[config.mk]
export PLATFORM = sky130hd
export DESIGN_NAME = tcb_arb_3mp_flat
export DESIGN_NICKNAME = d
export VERILOG_FILES = /design/src/rtl/tcb_arb_3mp_if.sv /design/src/rtl/tcb_arb_3mp.sv /design/src/flat_wrapper.sv
export SDC_FILE = /design/constraint.sdc
export NUM_CORES = 1
export LEC_CHECK = 0
export BUFFER_PORTS_ARGS = -buffer_cell sky130_fd_sc_hd__buf_4
export CAP_MARGIN = 30
export CORE_AREA = 2 2 162 164
export CTS_BUF_LIST = sky130_fd_sc_hd__clkbuf_4
export CTS_CLUSTER_DIAMETER = 150
export CTS_CLUSTER_SIZE = 30
export DETAILED_ROUTE_END_ITERATION = 10
export DIE_AREA = 0 0 164 166
export GPL_ROUTABILITY_DRIVEN = 0
export GPL_TIMING_DRIVEN = 0
export PLACE_DENSITY_LB_ADDON = 0.05
export SYNTH_ARGS = -nofsm -noshare
export SYNTH_HDL_FRONTEND = slang
export SYNTH_SLANG_ARGS = --single-unit
[constraint.sdc]
create_clock -name clk -period 4.1 [get_ports clk]
set_input_delay 1.23 -clock clk [delete_from_list [all_inputs] [get_ports clk]]
set_output_delay 1.23 -clock clk [all_outputs]
set_load 0.005 [all_outputs]
[src/rtl/tcb_arb_3mp_if.sv]
// Purpose: bundle of the three manager-facing request/response channels plus the single subordinate channel.
// Latency: none; this file is wiring only.
// Backpressure: man_rdy flows back to the granted sub_rdy; responses follow one cycle after each transfer.
// Ports: sub_* are the PN manager ports (vectors indexed by port), man_* is the downstream subordinate.
//   modport slave  : view of the arbiter (accepts sub_* requests, drives man_* requests)
//   modport master : view of the environment (drives sub_* requests, acts as the subordinate)
interface tcb_arb_3mp_if #(
  parameter int AW = 32,
  parameter int DW = 32,
  parameter int PN = 3
);
  localparam int BW = DW / 8;

  // manager-side request/response, one lane per port
  logic [PN-1:0]          sub_vld;
  logic [PN-1:0]          sub_wen;
  logic [PN-1:0][BW-1:0]  sub_ben;
  logic [PN-1:0][AW-1:0]  sub_adr;
  logic [PN-1:0][DW-1:0]  sub_wdt;
  logic [PN-1:0]          sub_rdy;
  logic [PN-1:0][DW-1:0]  sub_rdt;
  logic [PN-1:0]          sub_err;

  // single subordinate request/response
  logic                   man_vld;
  logic                   man_wen;
  logic [BW-1:0]          man_ben;
  logic [AW-1:0]          man_adr;
  logic [DW-1:0]          man_wdt;
  logic                   man_rdy;
  logic [DW-1:0]          man_rdt;
  logic                   man_err;

  modport slave (
    input  sub_vld, sub_wen, sub_ben, sub_adr, sub_wdt,
    output sub_rdy, sub_rdt, sub_err,
    output man_vld, man_wen, man_ben, man_adr, man_wdt,
    input  man_rdy, man_rdt, man_err
  );

  modport master (
    output sub_vld, sub_wen, sub_ben, sub_adr, sub_wdt,
    input  sub_rdy, sub_rdt, sub_err,
    input  man_vld, man_wen, man_ben, man_adr, man_wdt,
    output man_rdy, man_rdt, man_err
  );
endinterface

[src/rtl/tcb_arb_3mp.sv]
// Purpose: round-robin arbiter merging three TCB manager ports onto one subordinate.
// Latency: request path is combinational (zero cycles); response routed one cycle after transfer.
// Backpressure: only the granted port sees man_rdy; a stalled grant is held until it transfers.
// Ports: clk, rst (sync, active-high); bus (tcb_arb_3mp_if.slave) carries all request/response lanes.
module tcb_arb_3mp #(
  parameter int AW  = 32,
  parameter int DW  = 32,
  parameter int PN  = 3,
  parameter int DLY = 1
) (
  input  logic           clk,
  input  logic           rst,
  tcb_arb_3mp_if.slave   bus
);

  if (PN != 3) begin : g_bad_pn
    $error("tcb_arb_3mp: only PN=3 is implemented");
  end
  if (DLY != 1) begin : g_bad_dly
    $error("tcb_arb_3mp: only DLY=1 is implemented");
  end

  typedef enum logic {
    ST_ARB  = 1'b0,  // grant follows round-robin search
    ST_HOLD = 1'b1   // grant frozen on lock_idx until the stalled request transfers
  } state_t;

  state_t          state;
  logic [1:0]      ptr;
  logic [1:0]      lock_idx;
  logic [1:0]      rsp_sel;

  logic [1:0]      rr_gnt;
  logic [1:0]      gnt;
  logic            rr_found;
  logic [2:0]      rr_sum;
  logic [1:0]      rsp_eff;
  logic            man_trn;

  logic [AW-1:0]   adr_sel;
  logic [DW-1:0]   wdt_sel;
  logic [DW/8-1:0] ben_sel;
  logic [PN-1:0]   rdy_vec;

  // first asserted request starting at ptr, wrapping modulo 3
  always_comb begin
    rr_gnt   = ptr;
    rr_found = 1'b0;
    rr_sum   = 3'd0;
    for (int k = 0; k < 3; k++) begin
      rr_sum = {1'b0, ptr} + 3'(k);
      if (rr_sum >= 3'd3) rr_sum = rr_sum - 3'd3;
      if (!rr_found && bus.sub_vld[rr_sum[1:0]]) begin
        rr_gnt   = rr_sum[1:0];
        rr_found = 1'b1;
      end
    end
  end

  assign gnt = (state == ST_HOLD) ? lock_idx : rr_gnt;

  // with nothing requesting, gnt points at an idle port so man_vld falls to 0 by itself
  assign bus.man_vld = !rst && bus.sub_vld[gnt];
  assign adr_sel     = bus.sub_adr[gnt];
  assign wdt_sel     = bus.sub_wdt[gnt];
  assign ben_sel     = bus.sub_ben[gnt];
  assign bus.man_adr = adr_sel;
  assign bus.man_wdt = wdt_sel;
  assign bus.man_ben = ben_sel;
  assign bus.man_wen = bus.sub_wen[gnt];
  assign man_trn     = bus.man_vld && bus.man_rdy;

  always_comb begin
    rdy_vec      = '0;
    rdy_vec[gnt] = bus.man_vld && bus.man_rdy;
  end
  assign bus.sub_rdy = rdy_vec;

  // during reset the response mux already points at port 0
  assign rsp_eff = rst ? 2'd0 : rsp_sel;

  always_comb begin
    for (int i = 0; i < PN; i++) begin
      bus.sub_rdt[i] = (rsp_eff == 2'(i)) ? bus.man_rdt : '0;
      bus.sub_err[i] = (rsp_eff == 2'(i)) ? bus.man_err : 1'b0;
    end
  end

  always_ff @(posedge clk) begin
    if (rst) begin
      state    <= ST_ARB;
      ptr      <= 2'd0;
      lock_idx <= 2'd0;
      rsp_sel  <= 2'd0;
    end else if (man_trn) begin
      state    <= ST_ARB;
      ptr      <= (gnt == 2'd2) ? 2'd0 : gnt + 2'd1;
      rsp_sel  <= gnt;
    end else if (bus.man_vld) begin
      state    <= ST_HOLD;
      lock_idx <= gnt;
    end
  end

endmodule

[src/flat_wrapper.sv]
// flat-port wrapper written by rule: the top's interface ports become plain ports
module tcb_arb_3mp_flat 
#(
  parameter int AW  = 32,
  parameter int DW  = 32,
  parameter int PN  = 3,
  parameter int DLY = 1
)
  (clk, rst, bus_sub_vld, bus_sub_wen, bus_sub_ben, bus_sub_adr, bus_sub_wdt, bus_sub_rdy, bus_sub_rdt, bus_sub_err, bus_man_vld, bus_man_wen, bus_man_ben, bus_man_adr, bus_man_wdt, bus_man_rdy, bus_man_rdt, bus_man_err);
  tcb_arb_3mp_if #(.AW(AW), .DW(DW), .PN(PN)) bus_i ();
  input  logic clk;
  input  logic rst;
  input wire logic [$bits(bus_i.sub_vld)-1:0] bus_sub_vld;
  input wire logic [$bits(bus_i.sub_wen)-1:0] bus_sub_wen;
  input wire logic [$bits(bus_i.sub_ben)-1:0] bus_sub_ben;
  input wire logic [$bits(bus_i.sub_adr)-1:0] bus_sub_adr;
  input wire logic [$bits(bus_i.sub_wdt)-1:0] bus_sub_wdt;
  output wire logic [$bits(bus_i.sub_rdy)-1:0] bus_sub_rdy;
  output wire logic [$bits(bus_i.sub_rdt)-1:0] bus_sub_rdt;
  output wire logic [$bits(bus_i.sub_err)-1:0] bus_sub_err;
  output wire logic [$bits(bus_i.man_vld)-1:0] bus_man_vld;
  output wire logic [$bits(bus_i.man_wen)-1:0] bus_man_wen;
  output wire logic [$bits(bus_i.man_ben)-1:0] bus_man_ben;
  output wire logic [$bits(bus_i.man_adr)-1:0] bus_man_adr;
  output wire logic [$bits(bus_i.man_wdt)-1:0] bus_man_wdt;
  input wire logic [$bits(bus_i.man_rdy)-1:0] bus_man_rdy;
  input wire logic [$bits(bus_i.man_rdt)-1:0] bus_man_rdt;
  input wire logic [$bits(bus_i.man_err)-1:0] bus_man_err;
  assign bus_i.sub_vld = bus_sub_vld;
  assign bus_i.sub_wen = bus_sub_wen;
  assign bus_i.sub_ben = bus_sub_ben;
  assign bus_i.sub_adr = bus_sub_adr;
  assign bus_i.sub_wdt = bus_sub_wdt;
  assign bus_sub_rdy = bus_i.sub_rdy;
  assign bus_sub_rdt = bus_i.sub_rdt;
  assign bus_sub_err = bus_i.sub_err;
  assign bus_man_vld = bus_i.man_vld;
  assign bus_man_wen = bus_i.man_wen;
  assign bus_man_ben = bus_i.man_ben;
  assign bus_man_adr = bus_i.man_adr;
  assign bus_man_wdt = bus_i.man_wdt;
  assign bus_i.man_rdy = bus_man_rdy;
  assign bus_i.man_rdt = bus_man_rdt;
  assign bus_i.man_err = bus_man_err;
  tcb_arb_3mp #(.AW(AW), .DW(DW), .PN(PN), .DLY(DLY)) u_core (.clk(clk), .rst(rst), .bus(bus_i));
endmodule
After elaboration in Yosys (flattened, before gate mapping)
Index checks and enable logic that the tools add are counted.

Bits in registers: 7. Bits in latches: 0. Memory bits (writable): 0. Memory bits (read-only): 0. Output and inout port bits: 172. Word-level logic and storage cells: 69. Memories kept: 0.

Add/subtract/negate cells: 6. Multiply operators: 0. Div/mod/pow operators: 0. Magnitude comparators: 8. Eq/ne operators: 3. Shift-type cells: 0. Muxes and demuxes: 35. Bitwise logic cells: 2. Reductions and logical operators: 11.

Operator list (count): 32-bit 2-to-1 mux (5); 32-bit binary-select mux with 2-bit select (2); 2-bit 2-to-1 mux (9); 2-bit by 3-bit less-than comparator with 1-bit output, second input constant (4); 1-bit 2-to-1 mux (11); 1-bit binary-select mux with 2-bit select (5); 4-bit binary-select mux with 2-bit select (1); 3-bit by 2-bit greater-or-equal comparator with 1-bit output, second input constant (2); 2-bit subtractor, second input constant (3); 1-bit logical AND (5); 2-bit equality test, second input constant (2); 4-bit 2-to-1 mux (1); 2-bit by 1-bit adder with 3-bit output, second input constant (1); 2-bit by 2-bit adder with 3-bit output, second input constant (1); 3-bit bitwise AND (1); 1-bit zero test (3); 2-bit by 1-bit adder with 2-bit output, second input constant (1); 1-bit demux with 2-bit select (1); 2-bit by 1-bit equality test with 1-bit output, second input constant (1); 2-bit by 1-bit greater-or-equal comparator with 1-bit output, second input constant (1); 2-bit greater-or-equal comparator, second input constant (1); 2-bit zero test (1); 2-bit AND reduction (1); 2-bit OR reduction (1); 1-bit NOT (1).

Logic depth before layout (Yosys ltp)
Gate-level depths: netlist of run 1.

Depth in word-level cells: 18. Mapped depth: 12.

Worst setup path before layout of run 1
OpenSTA, ideal clock, no wires.

Kind: input -> output. From: in bus_sub_vld[2]. To: out bus_man_vld. Data arrival time: 2751 ps. Slack: 119 ps. Stages on the path: 9. Cell sequence: buf_4 nand3b_1 o211ai_1 o21bai_2 a21oi_1 buf_4 mux2i_2 a2bb2oi_4 nor2_1.

Word-level cells in the longest chain between the ends: 13. Elaborated cells on any way between the ends: 19. Those cells by class: mux (14); reduce/logical (5).

Ends and longest elaborated chain: from (decl) (line flat_wrapper.sv:13) `input wire logic [$bits(bus_i.sub_vld)-1:0] bus_sub_vld;`; 1-bit binary-select mux with 2-bit select (line tcb_arb_3mp.sv:53) `if (!rr_found && bus.sub_vld[rr_sum[1:0]]) begin`; 1-bit 2-to-1 mux (implied by the code) (line tcb_arb_3mp.sv:53); 1-bit 2-to-1 mux (line tcb_arb_3mp.sv:53); 1-bit zero test (line tcb_arb_3mp.sv:53); 1-bit logical AND (line tcb_arb_3mp.sv:53); 1-bit 2-to-1 mux (line tcb_arb_3mp.sv:53); 1-bit zero test (line tcb_arb_3mp.sv:53); 1-bit logical AND (line tcb_arb_3mp.sv:53); 2-bit 2-to-1 mux (line tcb_arb_3mp.sv:53); 2-bit 2-to-1 mux (line tcb_arb_3mp.sv:60) `assign gnt = (state == ST_HOLD) ? lock_idx : rr_gnt;`; 1-bit binary-select mux with 2-bit select * (line tcb_arb_3mp.sv:63) `assign bus.man_vld = !rst && bus.sub_vld[gnt];`; 1-bit 2-to-1 mux (implied by the code) * (line tcb_arb_3mp.sv:63); 1-bit logical AND * (line tcb_arb_3mp.sv:63); to (decl) (line flat_wrapper.sv:21) `output wire logic [$bits(bus_i.man_vld)-1:0] bus_man_vld;`.

Every way passes the cells marked *; elsewhere a longest branch is shown, timed or not. The select of a mux whose other input is x is not followed.

Worst setup path after layout of run 1
Ends and elaborated chain as after synthesis.

==> results.md, run 1 <==
- Status: complete, but fails checks
- Failing checks: negative setup slack
- Die H: 166 µm
- Die width: 164 µm
- HP Class: reg -> reg
- Routed wire per std cell: 16.9 µm
- Power Dens Cells: 453 mW/mm²
- Ant diodes: 0
- Max VDD drop: 0.143 mV
- Worst-path fanout max: 5
- Setup TNS Final: -6.12 ns
- FP Rows: 59
- DRT antenna net count: 0
- Worst Tran Pin Value: 0.480 ns
- Area Overhead vs Synth: 156%
- Initial antenna violation count: 0
- Worst hold slack: 0.483 ns
- Main flop type after synthesis: dfxtp_1
- Via Count: 4760
- Worst r2r path cells: 12
- Number of synthesized flops with an enable pin: 0
- CTS sink cnt: 7
- Clock Skews: 0.00979 ns
- Final Routed Wirelength: 20600 µm
- Yosys cell types: 46
- WHS Path Cells: 2
- Clock buffer depth: 2
- Pleak: 3.79 nW
- Unrepaired setup endpoints after global routing: true
- Syn Inst Count: 438
- Worst EP arrival: 3.00 ns
- Synthesized area per cell: 6.52 µm²
- Core box area: 0.0256 mm²
- Final WS setup: -0.134 ns
- Layout Utilization: 0.285
- # IOs: 418
- Nets: 1129
- Starting density of the core: 0.112
- Total GRT Usage: 0.139
- Clock Latency Late Sink: 0.26 ns
- First-pass GRT wire length: 29200 µm
- Reg clk slew, reported paths: 0.06 ns
- DRC Markers: 0
- Clk root buf: clkbuf_4
- Synth warn: 0
- Dpl hpwl: 17300 µm
- Vias/cell: 3.92
- Router iterations before antenna repair: 4
- Post-synth design cell area: 0.00286 mm²
- TritonCTS clock tree: built
- Vias in the first global route: 4830
- Tmin final: 4.23 ns
- Port bufs: 415
- Slew HR: 0.679
- Setup CP Type: in -> out
- GR Overflow Total: 0
- Max Slew Vio Count: 0
- Crit start category: primary input
- Register area share after synthesis: 0.0491
- Layout cells sized above 1: 0.629
- 1st-iter DRT viols: 138
- Largest net degree at the start of global routing: 11
- Endpoints failing hold: 0
- Final Cycle Share: 1.03
- CP Data Required Time: 2.87 ns
- Yosys reg bits: 7
- Syn Nets: 688
- CP Capture Type: primary output
- Achievable Freq: 236 MHz
- Final setup fails: 73
- Die Area: 0.0272 mm²
- # Max-Cap Violations: 0
- Total CTS buffers: 3
- H-tree Lvls: 1
- Ys async rst share: 0
- Cts hold-fix bufs: 0
sequential cells by signal, indices dropped and copies added, names as in the netlist:
| name | cells |
|---|---|
| u_core.lock_idx | 2 |
| u_core.ptr | 2 |
| u_core.rsp_sel | 2 |
| u_core.state | 1 |
worst max-delay path: stages:
cell	delay, ns
buf_8	0.11
buf_8	0.12
nand3b_1	0.14
o211ai_1	0.11
o21bai_4	0.20
a21oi_4	0.20
buf_8	0.16
mux2i_4	0.33
a2bb2oi_4	0.20
nor2_2	0.06
buf_6	0.14
cells in the mapped netlist (2+ instances only):
cell type  instances  area share
a21oi_1            6       0.011
and2_1           100        0.22
buf_2             17       0.030
buf_4              3      0.0079
clkbuf_1          17       0.022
dfxtp_1            7       0.049
ha_1               4       0.018
inv_1              8       0.011
mux2i_1           70        0.25
mux2i_2            3       0.014
nand2_1           77        0.10
nand2b_1           5       0.011
nand3_1            2      0.0035
nand3b_1           3      0.0079
nor2_1             7      0.0092
nor2b_1            2      0.0044
nor3_1             3      0.0053
o21ai_0           71        0.12
o21ai_1            4      0.0070
o311a_1            2      0.0070
o31ai_1            2      0.0053
where the power goes:
| group | internal (mW) | leakage (nW) | total [mW] | switching (mW) |
|---|---|---|---|---|
| clock network | 0.0440 | 0.0184 | 0.0724 | 0.0284 |
| registers | 0.0840 | 0.0571 | 0.105 | 0.0207 |
| logic | 1.70 | 3.72 | 3.14 | 1.44 |
| total | 1.83 | 3.79 | 3.31 | 1.49 |
cell usage in the layout (no fill, tap or decap), drive strengths merged, types with 3 or more instances in the layout:
master    n
nor3      3
inv       8
and2    100
nand3b    3
buf     456
dfxtp     7
mux2i    73
a21oi     6
ha        4
o21ai    75
nor2      7
nand2b    5
o31ai     3
nand2    77
clkbuf   23
final cells by class:
class | instances | area (µm²)
plain buffers | 39 | 362
repair buffers | 436 | 3400
inverters | 8 | 30.0
clock buffers | 4 | 30.0
fillers | 2852 | 18300
flip-flops and latches | 7 | 140
multi-input cells | 384 | 2930
well taps | 335 | 419
per-layer routing:
metal	track usage	vias to the layer above	routed length, µm
li1	-	2380	-
met1	0.141	2145	6970
met2	0.284	227	11500
met3	0.0390	8	1920
met4	0.0114	0	140
met5	0	-	0
path summary, 6_finish.rpt:
path,to,slack [ns],start
min reg2reg,u_core.lock_idx[1],0.48,u_core.lock_idx[1]
max reg2reg,u_core.state,1.08,u_core.ptr[0]
max,bus_man_vld,-0.13,bus_sub_vld[2]
min,u_core.lock_idx[1],0.48,u_core.lock_idx[1]
repair_timing:
action                     in CTS  in global routing
resized for setup              84                170
hold endpoints to repair        0                  0
gates cloned                    2                  3
setup endpoints to repair     139                123
pin swaps                      10                 33
setup buffers                  11                  6
metrics by stage:
step	power (mW)	worst slack (ns)	instances	cell area (µm²)
final	3.31	-0.134	1213	7310
after detailed placement	2.63	-0.927	1188	6390
after CTS	3.00	-0.153	1205	6790
after global placement	2.67	-1.01	1188	6390
after global routing	3.59	-0.250	1213	7310
after floorplan	1.29	0.119	438	2860
cells by family after synthesis:
group,synth area share
flip-flops,0.0491
AND/OR/NAND/NOR,0.379
AO/OA/AOI/OAI,0.215
multiplexers,0.264
adder cells (fa/ha/maj),0.0175
buffers and inverters,0.0758
Note: power is estimated with default switching activity, not from simulation.
==> run 2, diff against run 1 <==
==> constraint.sdc (replaced) <==
create_clock -name clk -period 4.1 [get_ports clk]
set_input_delay 0.205 -clock clk [delete_from_list [all_inputs] [get_ports clk]]
set_output_delay 0.205 -clock clk [all_outputs]
set_load 0.005 [all_outputs]
==> results.md, run 2 (synthesis results as in run 1) <==
- DRC Markers: 0 (unchanged)
- Core box area: 0.0256 mm² (unchanged)
- Pre-CTS setup slack: 0.644 ns (was -0.927 ns)
- First-pass GRT wire length: 28600 µm (was 29200 µm)
- Cell count after placement: 1188 (unchanged)
- Total CTS buffers: 3 (unchanged)
- Port bufs: 415 (unchanged)
- DRT antenna net count: 0 (unchanged)
- Commonest non-fill, non-tap cells in the layout: 418 x buf_4, 100 x and2_1, 77 x nand2_1 (was 423 x buf_4, 99 x and2_1, 67 x mux2i_1)
- HP Class: in -> reg (was reg -> reg)
- Die Area: 0.0272 mm² (unchanged)
- Clock Latency Late Sink: 0.26 ns (about the same)
- Power Dens Cells: 410 mW/mm² (was 453 mW/mm²)
- TritonCTS clock tree: built (unchanged)
- Area Overhead vs Synth: 125% (was 156%)
- Clock buffer depth: 2 (unchanged)
- Die width: 164 µm (unchanged)
- Cts repair resizes: 0 (was 84)
- Largest net degree at the start of global routing: 11 (unchanged)
- Setup TNS Final: 0 ns (was -6.12 ns)
- Dpl hpwl: 17300 µm (unchanged)
- Setup CP Type: reg -> out (was in -> out)
- 1st-iter DRT viols: 166 (was 138)
- Final Routed Wirelength: 19800 µm (was 20600 µm)
- Total chip power: 2.63 mW (was 3.31 mW)
- Commonest non-fill, non-tap cell in the layout: buf_4 (unchanged)
- Worst Tran Pin Value: 0.869 ns (was 0.480 ns)
- Total GRT Usage: 0.136 (was 0.139)
- # IOs: 418 (unchanged)
- Reg clk slew, reported paths: 0.06 ns (about the same)
- Routed wire per std cell: 16.7 µm (was 16.9 µm)
- Clk root buf: clkbuf_4 (unchanged)
- Final WS setup: 0.413 ns (was -0.134 ns)
- Finished Layout Cells: 1192 (was 1213)
- # Max-Cap Violations: 0 (unchanged)
- Ant diodes: 0 (unchanged)
- Final setup fails: 0 (was 73)
- # Post-CTS Setup Buffers: 0 (was 11)
- H-tree Lvls: 1 (unchanged)
- Crit-path slowest cell: dfxtp_1 (was mux2i_4)
- Worst EP arrival: 3.48 ns (was 3.00 ns)
- FP Rows: 59 (unchanged)
- CTS sink cnt: 7 (unchanged)
- Via Count: 4589 (was 4760)
- Clock Skews: 0.0111 ns (was 0.00979 ns)
- Vias in the first global route: 4729 (was 4830)
- CP Cell Sequence: inv_1 -> ha_1 -> nand2b_1 -> a21boi_0 -> o221ai_1 -> o31ai_4 -> buf_2 -> clkbuf_1 -> o21ai_0 -> buf_4 (was buf_8 -> buf_8 -> nand3b_1 -> o211ai_1 -> o21bai_4 -> a21oi_4 -> buf_8 -> mux2i_4 -> a2bb2oi_4 -> nor2_2 -> buf_6)
- Max incr delay on CP: 0.46 ns (was 0.33 ns)
- Layout cells sized above 1: 0.523 (was 0.629)
- Top flop regs: u_core.lock_idx (2), u_core.ptr (2), u_core.rsp_sel (2) (unchanged)
- GR Overflow Total: 0 (unchanged)
- CP Data Required Time: 3.89 ns (was 2.87 ns)
- Endpoints failing hold: 0 (unchanged)
- Max Slew Vio Count: 0 (unchanged)
- Pleak: 3.35 nW (was 3.79 nW)
- CP Capture Type: primary output (unchanged)
- Unrepaired setup endpoints after global routing: false (was true)
- Initial antenna violation count: 0 (unchanged)
- Cts hold-fix bufs: 0 (unchanged)
- Vias/cell: 3.85 (was 3.92)
- Final Cycle Share: 0.899 (was 1.03)
- Router iterations before antenna repair: 6 (was 4)
- Worst-path fanout max: 10 (was 5)
- Nets: 1108 (was 1129)
- Tmin final: 3.69 ns (was 4.23 ns)
- Starting density of the core: 0.112 (unchanged)
- Slew HR: 0.414 (was 0.679)
- Max VDD drop: 0.128 mV (was 0.143 mV)
- Achievable Freq: 271 MHz (was 236 MHz)
- Die H: 166 µm (unchanged)
- Crit start category: register (was primary input)
- Status: finished clean (was complete, but fails checks)
-- run 2: cell count changes in the layout (fill, tap and decap cells not counted), moves of 17 or more --
cell,change
nand2_1,+32
o21ai_1,-47
nand2_4,-17
o21ai_0,+70
o21ai_2,-22
-- run 2: critical path, delay by kind of cell (launching register included) --
family                   cells  cell delay [ns]
AO/OA/AOI/OAI                4             1.24
adder cells (fa/ha/maj)      1             0.31
buffers and inverters        4             1.06
flip-flops                   1             0.46
AND/OR/NAND/NOR              1             0.14
-- run 2: path summary, 6_finish.rpt --
path | from | endpoint | slack, ns | cells after the start
worst max-delay path | u_core.ptr[0] | bus_man_wdt[24] | 0.41 | 10
worst min register to register | u_core.lock_idx[1] | u_core.lock_idx[1] | 0.49 | 2
worst min-delay path | rst | u_core.lock_idx[1] | 0.34 | 2
worst max register to register | u_core.ptr[0] | u_core.state | 0.99 | 11
-- run 2: area by class of cell --
type	instances	area [µm²]
Buffer	39	186
Clock buffer	4	30.0
Fill cell	2915	19200
Inverter	8	30.0
Multi-Input combinational cell	384	2500
Sequential cell	7	140
Tap cell	335	419
Timing Repair Buffer	415	3120
-- run 2: where the power goes --
| part | internal [mW] | switching [mW] |
|---|---|---|
| logic | 1.27 | 1.19 |
| clock network | 0.0440 | 0.0289 |
| registers | 0.0840 | 0.0189 |
| total | 1.39 | 1.24 |
-- run 2: through the flow --
step | hold WS, ns | instance area [µm²] | utilization
2_1_floorplan | 0.448 | 2860 | -
3_3_place_gp | 0.479 | 6390 | 0.249
3_5_place_dp | 0.483 | 6390 | 0.249
4_1_cts | 0.331 | 6420 | 0.251
5_1_grt | 0.376 | 6420 | 0.251
6_report | 0.341 | 6420 | 0.251
-- run 2: layer usage --
layer  part of all wire  up-vias  global-route usage
li1                   -     2331                   -
met1               0.34     2015               0.137
met2               0.55      235               0.278
met3              0.099        8              0.0390
met4             0.0071        0              0.0114
met5                  0        -                   0
